**src/rtl/port_rr_arbiter_if.sv**
```systemverilog
// Handshake bundle between the ingress ports and the write-path arbiter.
// Latency: none; this is wiring only.
// Backpressure: ports hold i_req until their o_resp bit; o_port_ready marks arbitration slots.
//
// master: ingress side, which drives requests, end-of-packet and the mode.
// slave : arbiter side, which drives grant, select, ready and timeout.
interface port_rr_arbiter_if #(
  parameter int PORTNUM = 16
);
  localparam int SELW = $clog2(PORTNUM);

  logic [PORTNUM-1:0] i_req;
  logic               i_eop;
  logic               i_mode;
  logic               o_port_ready;
  logic [PORTNUM-1:0] o_resp;
  logic [PORTNUM-1:0] o_nresp;
  logic [PORTNUM-1:0] o_gnt;
  logic [SELW-1:0]    o_sel;
  logic               o_timeout;

  modport master (
    output i_req, i_eop, i_mode,
    input  o_port_ready, o_resp, o_nresp, o_gnt, o_sel, o_timeout
  );

  modport slave (
    input  i_req, i_eop, i_mode,
    output o_port_ready, o_resp, o_nresp, o_gnt, o_sel, o_timeout
  );
endinterface

```
**src/rtl/port_rr_arbiter.sv**
```systemverilog
// Grants one of PORTNUM ingress ports the shared write path for one packet (fixed or round-robin).
// Latency: request sampled at edge N shows o_resp/o_gnt after edge N; release after the i_eop edge.
// Backpressure: requests are ignored while BUSY; a watchdog force-releases a grant stuck without i_eop.
//
// Ports: i_clk, i_rst_n (synchronous, active low) plus the slave side of port_rr_arbiter_if:
//   i_req/i_eop/i_mode in; o_port_ready (state decode), o_resp/o_nresp (one-cycle pulses),
//   o_gnt (held one-hot), o_sel (winner index), o_timeout (one-cycle watchdog pulse) out.
module port_rr_arbiter #(
  parameter int PORTNUM = 16,
  parameter int TIMEOUT = 1024
) (
  input logic              i_clk,
  input logic              i_rst_n,
  port_rr_arbiter_if.slave bus
);
  localparam int SELW = $clog2(PORTNUM);

  typedef enum logic {IDLE = 1'b0, BUSY = 1'b1} state_t;

  state_t             state_q, state_d;
  logic [SELW-1:0]    ptr_q, ptr_d;
  logic [PORTNUM-1:0] resp_q, resp_d;
  logic [PORTNUM-1:0] nresp_q, nresp_d;
  logic [PORTNUM-1:0] gnt_q, gnt_d;
  logic [SELW-1:0]    sel_q, sel_d;
  logic               timeout_q, timeout_d;

  logic [SELW-1:0]    win_idx;
  logic [PORTNUM-1:0] win_oh;
  logic               grant;
  logic               wd_fire;
  logic               rel_busy;

  // Winner search: scan upward from the rotating pointer in round-robin mode,
  // from port 0 in fixed mode; the index wraps past PORTNUM-1 back to 0.
  always_comb begin
    int  base;
    int  idx;
    logic found;
    base    = bus.i_mode ? int'(ptr_q) : 0;
    idx     = 0;
    found   = 1'b0;
    win_idx = '0;
    for (int k = 0; k < PORTNUM; k++) begin
      idx = base + k;
      if (idx >= PORTNUM) idx = idx - PORTNUM;
      if (!found && bus.i_req[idx]) begin
        found   = 1'b1;
        win_idx = SELW'(idx);
      end
    end
  end

  assign win_oh   = PORTNUM'(1) << win_idx;
  assign grant    = (state_q == IDLE) && (|bus.i_req);
  // i_eop and the watchdog both end a packet; i_eop takes precedence for o_timeout.
  assign rel_busy = bus.i_eop || wd_fire;

  // Watchdog: counts BUSY cycles from 0; fires on the TIMEOUT-th BUSY cycle.
  generate
    if (TIMEOUT > 0) begin : g_wd
      localparam int CNTW = $clog2(TIMEOUT + 1);
      logic [CNTW-1:0] cnt_q;

      always_ff @(posedge i_clk) begin
        if (!i_rst_n) begin
          cnt_q <= '0;
        end else if (state_q == BUSY && !rel_busy) begin
          cnt_q <= cnt_q + 1'b1;
        end else begin
          cnt_q <= '0;
        end
      end

      assign wd_fire = (state_q == BUSY) && (cnt_q == CNTW'(TIMEOUT - 1));
    end else begin : g_no_wd
      assign wd_fire = 1'b0;
    end
  endgenerate

  // State register, rotating pointer and registered outputs.
  always_ff @(posedge i_clk) begin
    if (!i_rst_n) begin
      state_q   <= IDLE;
      ptr_q     <= '0;
      resp_q    <= '0;
      nresp_q   <= '0;
      gnt_q     <= '0;
      sel_q     <= '0;
      timeout_q <= 1'b0;
    end else begin
      state_q   <= state_d;
      ptr_q     <= ptr_d;
      resp_q    <= resp_d;
      nresp_q   <= nresp_d;
      gnt_q     <= gnt_d;
      sel_q     <= sel_d;
      timeout_q <= timeout_d;
    end
  end

  // Next state. The pointer advances on every grant, fixed mode included,
  // so a later switch to round-robin continues from the last winner.
  always_comb begin
    state_d = state_q;
    ptr_d   = ptr_q;
    case (state_q)
      IDLE: begin
        if (grant) begin
          state_d = BUSY;
          ptr_d   = (win_idx == SELW'(PORTNUM - 1)) ? '0 : win_idx + 1'b1;
        end
      end
      BUSY: begin
        if (rel_busy) state_d = IDLE;
      end
      default: state_d = IDLE;
    endcase
  end

  // Next values of the registered outputs.
  always_comb begin
    resp_d    = '0;
    nresp_d   = '0;
    gnt_d     = gnt_q;
    sel_d     = sel_q;
    timeout_d = 1'b0;
    case (state_q)
      IDLE: begin
        gnt_d = '0;
        if (grant) begin
          resp_d  = win_oh;
          nresp_d = bus.i_req & ~win_oh;
          gnt_d   = win_oh;
          sel_d   = win_idx;
        end
      end
      BUSY: begin
        if (rel_busy) begin
          gnt_d     = '0;
          timeout_d = wd_fire && !bus.i_eop;
        end
      end
      default: gnt_d = '0;
    endcase
  end

  assign bus.o_port_ready = (state_q == IDLE);
  assign bus.o_resp       = resp_q;
  assign bus.o_nresp      = nresp_q;
  assign bus.o_gnt        = gnt_q;
  assign bus.o_sel        = sel_q;
  assign bus.o_timeout    = timeout_q;
endmodule

```
**src/flat_wrapper.sv**
```systemverilog
// flat-port wrapper written by rule: the top's interface ports become plain ports
module port_rr_arbiter_flat 
#(
  parameter int PORTNUM = 16,
  parameter int TIMEOUT = 1024
)
  (i_clk, i_rst_n, bus_i_req, bus_i_eop, bus_i_mode, bus_o_port_ready, bus_o_resp, bus_o_nresp, bus_o_gnt, bus_o_sel, bus_o_timeout);
  port_rr_arbiter_if #(.PORTNUM(PORTNUM)) bus_i ();
  input logic i_clk;
  input logic i_rst_n;
  input wire logic [$bits(bus_i.i_req)-1:0] bus_i_req;
  input wire logic [$bits(bus_i.i_eop)-1:0] bus_i_eop;
  input wire logic [$bits(bus_i.i_mode)-1:0] bus_i_mode;
  output wire logic [$bits(bus_i.o_port_ready)-1:0] bus_o_port_ready;
  output wire logic [$bits(bus_i.o_resp)-1:0] bus_o_resp;
  output wire logic [$bits(bus_i.o_nresp)-1:0] bus_o_nresp;
  output wire logic [$bits(bus_i.o_gnt)-1:0] bus_o_gnt;
  output wire logic [$bits(bus_i.o_sel)-1:0] bus_o_sel;
  output wire logic [$bits(bus_i.o_timeout)-1:0] bus_o_timeout;
  assign bus_i.i_req = bus_i_req;
  assign bus_i.i_eop = bus_i_eop;
  assign bus_i.i_mode = bus_i_mode;
  assign bus_o_port_ready = bus_i.o_port_ready;
  assign bus_o_resp = bus_i.o_resp;
  assign bus_o_nresp = bus_i.o_nresp;
  assign bus_o_gnt = bus_i.o_gnt;
  assign bus_o_sel = bus_i.o_sel;
  assign bus_o_timeout = bus_i.o_timeout;
  port_rr_arbiter #(.PORTNUM(PORTNUM), .TIMEOUT(TIMEOUT)) u_core (.i_clk(i_clk), .i_rst_n(i_rst_n), .bus(bus_i));
endmodule
```
**config.mk**
```make
export PLATFORM = sky130hd
export DESIGN_NAME = port_rr_arbiter_flat
export DESIGN_NICKNAME = d
export VERILOG_FILES = /design/src/rtl/port_rr_arbiter_if.sv /design/src/rtl/port_rr_arbiter.sv /design/src/flat_wrapper.sv
export SDC_FILE = /design/constraint.sdc
export NUM_CORES = 1
export LEC_CHECK = 0
export ABC_AREA = 0
export BUFFER_PORTS_ARGS = -buffer_cell sky130_fd_sc_hd__buf_4
export CORE_MARGIN = 3
export CORE_UTILIZATION = 35
export CTS_CLUSTER_DIAMETER = 120
export DETAILED_ROUTE_END_ITERATION = 8
export PLACE_DENSITY = 0.51
export SKIP_CTS_REPAIR_TIMING = 1
export SYNTH_ARGS = -nofsm -noshare
export SYNTH_HDL_FRONTEND = slang
export SYNTH_SLANG_ARGS = --single-unit
```
**constraint.sdc**
```tcl
create_clock -name i_clk -period 5.7 [get_ports i_clk]
set_input_delay 0.285 -clock i_clk [delete_from_list [all_inputs] [get_ports i_clk]]
set_output_delay 0.285 -clock i_clk [all_outputs]
set_load 0.01 [all_outputs]
```
== After elaboration in Yosys (flattened, before gate mapping) ==
Index checks and enable logic that the tools add are counted.
Word-level totals
  flip-flop bits (word level): 69
  input bits: 20
  output and inout bits: 54
  word-level logic and storage cells: 228
Cells by class
  add/sub/neg operators: 33
  magnitude comparators: 32
  equal/unequal tests: 3
  shift operators: 1
  mux-type cells: 103
  bitwise gates (word level): 5
  reductions and logical operators: 43
Operators with widths (count)
  32-bit by 6-bit >= comparator with 1-bit output, second input constant: 16
  32-bit by 6-bit < comparator with 1-bit output, second input constant: 16
  32-bit two-way mux: 16
  32-bit by 6-bit subtractor with 32-bit output, second input constant: 16
  32-bit by 5-bit adder with 32-bit output, second input constant: 8
  32-bit by 4-bit adder with 32-bit output, second input constant: 4
  4-bit two-way mux: 18
  32-bit by 3-bit adder with 32-bit output, second input constant: 2
  1-bit binary-select mux with 4-bit select: 16
  1-bit two-way mux: 49
  32-bit by 2-bit adder with 32-bit output, second input constant: 1
  16-bit two-way mux: 2
  16-bit one-hot mux with 2 select lines: 1
  1-bit logical AND: 19
  1-bit zero test: 17
  16-bit bitwise AND: 1
  16-bit NOT: 1
  16-bit OR reduction: 1
  1-bit by 4-bit left shift with 16-bit output, first input constant: 1
  11-bit by 1-bit adder with 11-bit output, second input constant: 1
  11-bit by 10-bit equality test with 1-bit output, second input constant: 1
  4-bit by 1-bit adder with 4-bit output, second input constant: 1
  4-bit equality test, second input constant: 1
  2-bit AND reduction: 2
  other kinds (7): 9

== Depth between registers and ports, before layout ==
Gate-level depths: netlist of the first run.
  word-level depth: 55
  gate-level depth with buffers: 22
  gate-level depth less buffers: 17

== Least setup slack after synthesis of the first run ==
No wires, ideal clock.
  kind: register to register
  start point: reg u_core.ptr_q[0]
  end point: reg u_core.gnt_q[7], in the netlist u_core.bus.o_gnt[7]
  library setup time: 114 ps
  arrival: 4329 ps
  required time: 5586 ps
  path slack: 1257 ps
  cell stages (with the launch flop): 21
  buffers on the path: 4
  period minus slack after synthesis: 4443 ps
  path through: dfxtp_1 > buf_2 > nand2_2 > buf_6 > clkbuf_1 > ha_1 > a21boi_1 > or2_0 > clkbuf_1 > mux4_2 > and2_4 > o21a_1 > o31a_1 > o21ai_1 > o311ai_2 > a32oi_4 > nand2b_4 > inv_1 > ha_1 > and2_1 > a21o_1
Between the ends
  longest elaborated chain between the ends: 55
  elaborated cells between the ends (all ways): 176
  classes of those cells: add/sub: 31; order compare: 16; shift: 1; mux: 98; reduce/logical: 30
RTL lines
  from (decl): line port_rr_arbiter.sv:21  | logic [SELW-1:0] ptr_q, ptr_d;
  from (signal assigned): line port_rr_arbiter.sv:93  | ptr_q <= ptr_d;
  4-bit two-way mux (*): line port_rr_arbiter.sv:40  | base = bus.i_mode ? int'(ptr_q) : 0;
  parallel branches: the longest is 50 deep, another holds 32-bit by 2-bit adder with 32-bit output
  4-bit two-way mux (*): line port_rr_arbiter.sv:47  | if (!found && bus.i_req[idx]) begin
  1-bit by 4-bit left shift with 16-bit output (*): line port_rr_arbiter.sv:54  | assign win_oh = PORTNUM'(1) << win_idx;
  16-bit two-way mux (*): line port_rr_arbiter.sv:131  | if (grant) begin
  16-bit one-hot mux with 2 select lines (*): line port_rr_arbiter.sv:128  | case (state_q)
  to (signal assigned): line port_rr_arbiter.sv:96  | gnt_q <= gnt_d;
  to (decl): line port_rr_arbiter.sv:24  | logic [PORTNUM-1:0] gnt_q, gnt_d;
Mark *: on every way between the ends. The select of a mux whose other input is x is not followed.
A chain may end at the register's enable or synchronous reset.

== Worst setup path in the final report of the first run ==
  start point: reg u_core.ptr_q[1]
  end point: reg u_core.nresp_q[9], in the netlist u_core.bus.o_nresp[9]
Between the ends
  longest elaborated chain between the ends: 55
  elaborated cells between the ends (all ways): 176
  classes of those cells: add/sub: 31; order compare: 16; shift: 1; mux: 96; bitwise: 2; reduce/logical: 30
RTL lines
  4-bit two-way mux (*): line port_rr_arbiter.sv:40
  parallel branches: the longest is 50 deep, another holds 32-bit by 2-bit adder with 32-bit output
  4-bit two-way mux (*): line port_rr_arbiter.sv:47
  1-bit by 4-bit left shift with 16-bit output (*): line port_rr_arbiter.sv:54
  16-bit NOT (*): line port_rr_arbiter.sv:133  | nresp_d = bus.i_req & ~win_oh;
  16-bit bitwise AND (*): line port_rr_arbiter.sv:133
  to (signal assigned): line port_rr_arbiter.sv:95  | nresp_q <= nresp_d;
  to (decl): line port_rr_arbiter.sv:23  | logic [PORTNUM-1:0] nresp_q, nresp_d;
Marked as above.

==> metrics.sh, run 1 <==
OUTCOME='finished clean'
DPL_CELL_AREA_UM2=5909
SYN_NETS=612
DRT_PRE_ANTENNA_ITERS=5
DRT-WIRELENGTH-PER-CELL_UM=21.29
CAP_VIOLATIONS=0
MAX-CLOCK-PATH-BUFFERS=2
SEQ_AREA_FRAC_SYNTH=0.2624
POWERDENSITY_nW_PER_UM2=510.2
CRIT_PATH_MAX_FANOUT=15
NETLIST_INSTANCES=589
SYNTH_ENABLE_FLOP_CELLS=0
INSERTEDDIODECOUNT=0
FIRST_GLOBAL_VIAS=4937
DIE_AREA_UM2=16550
SYNTH.LIB_CELLS_USED.DISTINCT=98
AREA_GROWTH_SYN_TO_LAYOUT_PCT=17.64
SYNTH_FLOP_CELL='sky130_fd_sc_hd__dfxtp_1'
NUM_ROWS=44
YS_ASYNC_SR_FRACTION=0
SYNTH-SEQ-CELLS=69
FINAL.HOLD.WORST_SLACK_PS=260.0
FINAL.FILL_COUNT=1464
RSZ0062_AT_GRT='false'
PLACEABLECOREAREA_UM2=14640
CTS_INSERTED_BUFFERS=9
STDCELL_AREA_UM2=6192
SYN-CELL-AREA_UM2=5264
WORSTSETUPENDPOINTTYPE='flop'
SWITCHING_POWER_uW=1532
RELSLEWSLACK=0.3707
INITIAL_ANTENNA_VIOLATION_COUNT=0
ROUTE.VIAS.TOTAL=5065
TNS_PS=0
WORST_SLEW_PIN_SLEW_PS=942.6
TRACK_USAGE=0.2100
CLOCKROOTBUFFER='sky130_fd_sc_hd__clkbuf_16'
FINALHOLDVIOLCOUNT=0
HTREE_LEVELS=3
DIE_HEIGHT_UM=128.6
TIMING_WORST_SETUP_PATH_TYPE='reg -> reg'
WORST-ENDPOINT-REQUIRED_PS=5910
SYN_AREA_PER_CELL_UM2=8.937
MAX_FREQ_MHz=202.8
CLOCK_SKEW_PS=6.117
BUFFER_PORTS.INSERTED=73
FINAL_CYCLE_UTILIZATION_OF_THE_CRITICAL_PATH=0.8649
ROUTE.ANTENNA.REMAINING_NETS=0
POWER.IR.VDD_WORST_mV=0.1927
INITIAL_UTILIZATION=0.3594
CLOCK_POWER_SHARE=0.163
DRT-TOTAL-WL_UM=17720
GRT_MAX_DEGREE=41
GRT.OVERFLOW.TOTAL=0
VIAS_PER_CELL=6.088
CRITPATHARRIVALTIME_PS=5140
GRT_PASS1_WL_UM=27440
CLKLATENCYLATEPIN_PS=320
FINALCRITICALPERIOD_PS=4930
DIE_WIDTH_UM=128.6
SETUP-VIOLATIONS-FINAL=0
POWER.SHARE.SEQUENTIAL=0.191
POWER.COMBINATIONAL.FRACTION=0.647
REGISTER_AREA_UM2=1381
DRTITER0DRC=511
DRIVE_GT1_FRAC=0.2747
MULTIINPUTGATEAREA_UM2=3611
CTS_TREE='done'
REGTOREGSETUPSLACK_PS=770
COUNT_OF_UNRESOLVED_DRC_VIOLATIONS_AFTER_ROUTING=0
DETAILEDPLACEMENTHPWL_UM=13130
IO_PINS=74
CTS.CLK_SLEW.WORST_PATHS_PS=60
PLACE_CONGESTION=0.9554
CELLINTERNALPOWER_uW=1628
SETUP.WORST_PATH.START_CLASS='flop'
CTS_SINKS=69
NUM-NETS-FINAL=666
POWER.SHARE.SWITCHING=0.4848
CELLLEAKAGEPOWER_uW=0.002761
YS.WARNINGS.COUNT=0
REPORT.FINAL.SLEW_VIOL_COUNT=0
WORSTHOLDPATHTYPE='in -> reg'
synth_stat cells, types with 9 or more instances:
library cell,n,share of area
sky130_fd_sc_hd__a21o_1,21,0.030
sky130_fd_sc_hd__a21oi_1,18,0.017
sky130_fd_sc_hd__and2_1,15,0.018
sky130_fd_sc_hd__and3_1,14,0.017
sky130_fd_sc_hd__buf_2,10,0.0095
sky130_fd_sc_hd__clkbuf_1,21,0.015
sky130_fd_sc_hd__dfxtp_1,69,0.26
sky130_fd_sc_hd__mux2_2,14,0.030
sky130_fd_sc_hd__mux2i_1,48,0.091
sky130_fd_sc_hd__mux4_2,10,0.043
sky130_fd_sc_hd__nand2_1,40,0.029
sky130_fd_sc_hd__nand2b_1,12,0.014
sky130_fd_sc_hd__nand3_1,20,0.019
sky130_fd_sc_hd__nor2_1,38,0.027
sky130_fd_sc_hd__nor2_2,9,0.011
sky130_fd_sc_hd__o211a_1,16,0.030
sky130_fd_sc_hd__o211ai_1,10,0.014
sky130_fd_sc_hd__o21ai_0,10,0.0095
layout make-up:
cell class | instances | share of cell area
Multi-Input combinational cell | 467 | 0.5831
Inverter | 9 | 0.005456
Clock buffer | 9 | 0.03637
Timing Repair Buffer | 87 | 0.1055
Clock inverter | 7 | 0.009295
Sequential cell | 69 | 0.2231
Tap cell | 184 | 0.03718
metrics by stage:
stage          std cells  setup WS, ps    util  total power (uW)
4_1_cts              832         829.5  0.4228              3142
3_5_place_dp         816         816.6  0.4035              2615
3_3_place_gp         816         881.5  0.4035              2623
5_1_grt              832         439.1  0.4228              3360
6_report             832         770.0  0.4228              3160
2_1_floorplan        589          1257       -              2073
kinds of logic (layout without fill, tap and decap cells):
family / after synthesis / count (layout) / synth area share
AND/OR/NAND/NOR: 216 / 216 / 0.2332
AO/OA/AOI/OAI: 160 / 160 / 0.2482
multiplexers: 76 / 76 / 0.1747
flip-flops: 69 / 69 / 0.2624
buffers and inverters: 53 / 112 / 0.05158
XOR/XNOR: 12 / 12 / 0.02282
adder cells (fa/ha/maj): 3 / 3 / 0.007132
final timing paths:
path,to,from,depth (start not counted)
worst min-delay path,u_core.bus.o_nresp[1]$_SDFF_PP0_,bus_i_req[1],2
worst max register to register,u_core.bus.o_nresp[9]$_SDFF_PP0_,u_core.ptr_q[1]$_SDFFE_PN0P_,14
worst max-delay path,u_core.bus.o_nresp[9]$_SDFF_PP0_,u_core.ptr_q[1]$_SDFFE_PN0P_,14
worst min register to register,u_core.bus.o_gnt[3]$_SDFFE_PN0P_,u_core.bus.o_gnt[3]$_SDFFE_PN0P_,1
state kept, by name, summed over array words and instances, names as in the netlist:
name	count
u_core.bus.o_gnt	16
u_core.bus.o_nresp	16
u_core.bus.o_resp	16
u_core.bus.o_sel	4
u_core.bus.o_timeout	1
u_core.g_wd.cnt_q	11
u_core.ptr_q	4
u_core.state_q	1
placed cells by master, fill, tap and decap left out, types with 6 or more instances in the layout:
master                      instances
sky130_fd_sc_hd__o211ai_1          10
sky130_fd_sc_hd__a211oi_1           8
sky130_fd_sc_hd__buf_4             87
sky130_fd_sc_hd__a31oi_1            6
sky130_fd_sc_hd__a21oi_1           18
sky130_fd_sc_hd__nor4_1             6
sky130_fd_sc_hd__o211a_1           16
sky130_fd_sc_hd__dfxtp_1           69
sky130_fd_sc_hd__xnor2_1            6
sky130_fd_sc_hd__nor3_1             7
sky130_fd_sc_hd__o21ai_0           10
sky130_fd_sc_hd__inv_1              6
sky130_fd_sc_hd__mux4_2            10
sky130_fd_sc_hd__and3_1            14
sky130_fd_sc_hd__nand3_1           20
sky130_fd_sc_hd__a21o_1            21
sky130_fd_sc_hd__nand2_1           40
sky130_fd_sc_hd__clkbuf_16          9
sky130_fd_sc_hd__nor2b_1            8
sky130_fd_sc_hd__nor2_2             9
sky130_fd_sc_hd__mux2i_1           48
sky130_fd_sc_hd__nand2b_1          12
sky130_fd_sc_hd__mux2_2            14
sky130_fd_sc_hd__and2_1            15
sky130_fd_sc_hd__nor2_1            38
layer usage:
metal | wire length (um) | vias to the layer above | track usage
li1 | - | 2337 | -
met2 | 8000 | 248 | 0.3227
met5 | 0 | - | 0
met3 | 1189 | 41 | 0.03445
met1 | 8060 | 2439 | 0.3009
met4 | 464 | 0 | 0.06794
power groups by stage:
stage / Sequential, uW / Combinational (uW) / Clock, uW
final: 602 / 2040 / 514
after global routing: 610 / 2200 / 547
after CTS: 604 / 2010 / 527
after detailed placement: 612 / 2000 / 0
after global placement: 614 / 2010 / 0
after floorplan: 623 / 1450 / 0
critical path, cell delays in order, from the launching register on:
cell and delay [ps]:
sky130_fd_sc_hd__dfxtp_1 340, sky130_fd_sc_hd__and2_1 520, sky130_fd_sc_hd__inv_2 70, sky130_fd_sc_hd__ha_1 260, sky130_fd_sc_hd__a21boi_1 180, sky130_fd_sc_hd__a2111oi_0 750, sky130_fd_sc_hd__a2111o_1 250, sky130_fd_sc_hd__o211ai_2 150
sky130_fd_sc_hd__nor4_2 330, sky130_fd_sc_hd__and4_1 460, sky130_fd_sc_hd__nand2_1 120, sky130_fd_sc_hd__o311ai_2 380, sky130_fd_sc_hd__a32oi_4 140, sky130_fd_sc_hd__nand2b_1 500, sky130_fd_sc_hd__o211a_1 360
Power figures use the tool's default switching activity.
==> run 2, diff against run 1 <==
Settings changed: PLACE_DENSITY 0.51 to 0.53.
Clock period 5.7 ns to 4 ns, I/O delays scaled along.
==> metrics.sh, run 2 (same netlist as run 1, synthesis figures left out) <==
IO_PINS=74  # unchanged
LAYOUT_COMMON_CELLS='sky130_fd_sc_hd__buf_4 (159), sky130_fd_sc_hd__dfxtp_1 (67), sky130_fd_sc_hd__mux2i_1 (44)'
DIE_WIDTH_UM=128.6  # unchanged
ROUTE.VIAS.TOTAL=5362  # +5.9%
ROUTE.ANTENNA.REMAINING_NETS=0  # unchanged
NUM_ROWS=44  # unchanged
CLOCK_SKEW_PS=5.392  # -0.7249 ps
RELSLEWSLACK=0.6005  # +0.2297
REPORT.FINAL.SLEW_VIOL_COUNT=0  # unchanged
REGTOREGSETUPSLACK_PS=100  # -670 ps
CRITICAL-PATH-TOP-DELAY-FAMILY='compound AO/OA/AOI/OAI gates'
AREA_GROWTH_SYN_TO_LAYOUT_PCT=31.33
TOP_LAYER_USED='met4'
DPL_WORST_SLACK_PS=1.122  # -815.4 ps
GRT_MAX_DEGREE=30  # -27%
CRIT_PATH_MAX_INCR_DELAY_PS=480  # -270 ps
TNS_PS=0  # unchanged
MAX_FREQ_MHz=256.3  # +26%
DRIVE_GT1_FRAC=0.3887  # +0.1140
DRT-TOTAL-WL_UM=19360  # +9.3%
WORST_SLEW_PIN_SLEW_PS=599.3  # -343.3 ps
WORSTHOLDPATHTYPE='in -> reg'
MET2_WIRELENGTH_UM=9118  # +14%
GRT.OVERFLOW.TOTAL=0  # unchanged
DIE_HEIGHT_UM=128.6  # unchanged
FINAL.FILL_COUNT=1449  # -1.0%
TIMING.FINAL.WS_SETUP_PS=98.61  # -671.4 ps
DIE_AREA_UM2=16550  # unchanged
FINAL.HOLD.WORST_SLACK_PS=169.0  # -91.03 ps
OUTCOME='finished clean'
LAYOUT.CELLS.MOST_COMMON='sky130_fd_sc_hd__buf_4'
WL_MET3_UM=1046  # -12%
POWER.IR.VDD_WORST_mV=0.2999  # +56%
CRIT_PATH_MAX_DELAY_CELL_TYPE='sky130_fd_sc_hd__a2111o_1'
WORSTREGTOREGCELLS=17  # +3
FINALHOLDVIOLCOUNT=0  # unchanged
POWER.COMBINATIONAL.FRACTION=0.697  # +0.050
WORST-ENDPOINT-REQUIRED_PS=4220  # -1690 ps
COUNT_OF_UNRESOLVED_DRC_VIOLATIONS_AFTER_ROUTING=0  # unchanged
GRT_PASS1_WL_UM=29900  # +9.0%
CRIT_PATH_MAX_FANOUT=5  # -10
WL_MET1_UM=8733  # +8.3%
POWER.SHARE.SWITCHING=0.4578  # -0.02696
WORSTSETUPENDPOINTTYPE='flop'
CLOCK_POWER_SHARE=0.136  # -0.027
CRIT-REG2REG-CAPTURE='u_core.bus.o_gnt[15]$_SDFFE_PN0P_'
MAX-CLOCK-PATH-BUFFERS=2  # unchanged
NUMPLACEDINSTANCES=887  # +8.7%
TRACK_USAGE=0.2316  # +0.02155
PLACE_CONGESTION=0.9345  # -2.2%
SETUP.WORST_PATH.START_CLASS='flop'
INITIAL_UTILIZATION=0.3594  # unchanged
WORSTPATHBUFFERINVERTERCOUNT=3  # +2
CRITPATHARRIVALTIME_PS=4120  # -1020 ps
SWITCHING_POWER_uW=2351  # +53%
VIAS_PER_CELL=5.912  # -2.9%
FINAL_CYCLE_UTILIZATION_OF_THE_CRITICAL_PATH=0.9753  # +0.1104
CELLLEAKAGEPOWER_uW=0.003119  # +13%
MIN_FROM='bus_i_req[5]'
POWER.SHARE.SEQUENTIAL=0.167  # -0.024
FIRST_GLOBAL_VIAS=5309  # +7.5%
CRITICAL_PATH.CELL_CHAIN='and2_4 -> inv_2 -> ha_4 -> and3b_4 -> or2_4 -> buf_4 -> a2111o_1 -> o211a_1 -> mux2_4 -> a2111oi_2 -> a211o_1 -> a22oi_2 -> o21ai_4 -> inv_2 -> ha_4 -> and2_4 -> a21o_1'
CAP_VIOLATIONS=0  # unchanged
NUM-NETS-FINAL=741  # +11%
DRT_PRE_ANTENNA_ITERS=4  # -1
INSERTEDDIODECOUNT=0  # unchanged
CTS_SINKS=69  # unchanged
CLOCKROOTBUFFER='sky130_fd_sc_hd__clkbuf_16'
DRT-WIRELENGTH-PER-CELL_UM=21.35  # +0.26%
CTS_INSERTED_BUFFERS=9  # unchanged
WORST_HOLD_PATH.ENDPOINT='u_core.bus.o_nresp[5]$_SDFF_PP0_'
TIMING_WORST_SETUP_PATH_TYPE='reg -> reg'
CTS_TREE='done'
BUFFER_PORTS.INSERTED=73  # unchanged
CLKLATENCYLATEPIN_PS=330  # about the same
FINALCRITICALPERIOD_PS=3901  # -1029 ps
DETAILEDPLACEMENTHPWL_UM=15220  # +16%
CTS.CLK_SLEW.WORST_PATHS_PS=60  # about the same
MIN_PATH_CELLS=2  # unchanged
LAYOUT.CELLS.NON_FILLER=907  # +9.0%
REG2REG_FROM='u_core.ptr_q[1]$_SDFFE_PN0P_'
SETUP-VIOLATIONS-FINAL=0  # unchanged
DRTITER0DRC=386  # -24%
CELLINTERNALPOWER_uW=2784  # +71%
HTREE_LEVELS=3  # unchanged
PLACEABLECOREAREA_UM2=14640  # unchanged
INITIAL_ANTENNA_VIOLATION_COUNT=0  # unchanged
POWERDENSITY_nW_PER_UM2=742.9  # +46%
==> run 2: cell count changes in the layout (fill, tap and decap cells not counted), moves of 3 or more <==
cell                       before  now
sky130_fd_sc_hd__a21oi_1       18   14
sky130_fd_sc_hd__a21oi_2        0    4
sky130_fd_sc_hd__and2_1        15   11
sky130_fd_sc_hd__and2_4         1    5
sky130_fd_sc_hd__buf_4         87  159
sky130_fd_sc_hd__clkbuf_1       0    3
sky130_fd_sc_hd__mux2i_1       48   44
sky130_fd_sc_hd__mux2i_2        3    6
==> run 2: final cells by class <==
cell class	instances	area, um2	share of cell area
multi-input combinational	468	3779	0.5466
sequential	69	1384	0.2002
timing repair buffer	161	1225	0.1772
clock buffer	12	236.5	0.03421
tap	184	230.2	0.03330
inverter	9	33.78	0.004887
clock inverter	4	25.02	0.003620
==> run 2: worst max-delay path by stage <==
stage	start	endpoint	slack, ps	cells past startpoint
6_report	u_core.ptr_q[1]$_SDFFE_PN0P_	u_core.bus.o_gnt[15]$_SDFFE_PN0P_	100	17
5_1_grt	u_core.ptr_q[0]$_SDFFE_PN0P_	u_core.bus.o_nresp[10]$_SDFF_PP0_	-20	14
4_1_cts	u_core.ptr_q[2]$_SDFFE_PN0P_	u_core.bus.o_nresp[9]$_SDFF_PP0_	-20	13
3_5_place_dp	u_core.ptr_q[0]$_SDFFE_PN0P_	u_core.bus.o_nresp[0]$_SDFF_PP0_	1	15
3_3_place_gp	u_core.ptr_q[0]$_SDFFE_PN0P_	u_core.bus.o_nresp[14]$_SDFF_PP0_	4	15
2_1_floorplan	u_core.ptr_q[1]$_SDFFE_PN0P_	u_core.bus.o_gnt[15]$_SDFFE_PN0P_	-70	21
==> run 2: metrics by stage <==
step / total power [uW] / cell area, um2 / util
finish: 5135 / 6913 / 0.4721
global route: 5448 / 6913 / 0.4721
CTS: 4950 / 6758 / 0.4615
detailed placement: 4226 / 6496 / 0.4436
global placement: 4209 / 6496 / 0.4436
floorplan: 3001 / 5338 / -
==> run 2: power by group through the flow <==
stage | combinational (uW) | clock [uW] | sequential, uW
3_3_place_gp | 3340 | 0 | 871
5_1_grt | 3830 | 754 | 866
3_5_place_dp | 3360 | 0 | 869
6_report | 3580 | 700 | 857
2_1_floorplan | 2110 | 0 | 891
4_1_cts | 3370 | 721 | 857
==> run 2: routing by layer <==
| layer | global-route usage | vias to the layer above |
|---|---|---|
| li1 | - | 2494 |
| met1 | 0.3190 | 2644 |
| met5 | 0 | - |
| met4 | 0.07227 | 0 |
| met2 | 0.3681 | 187 |
| met3 | 0.04359 | 37 |
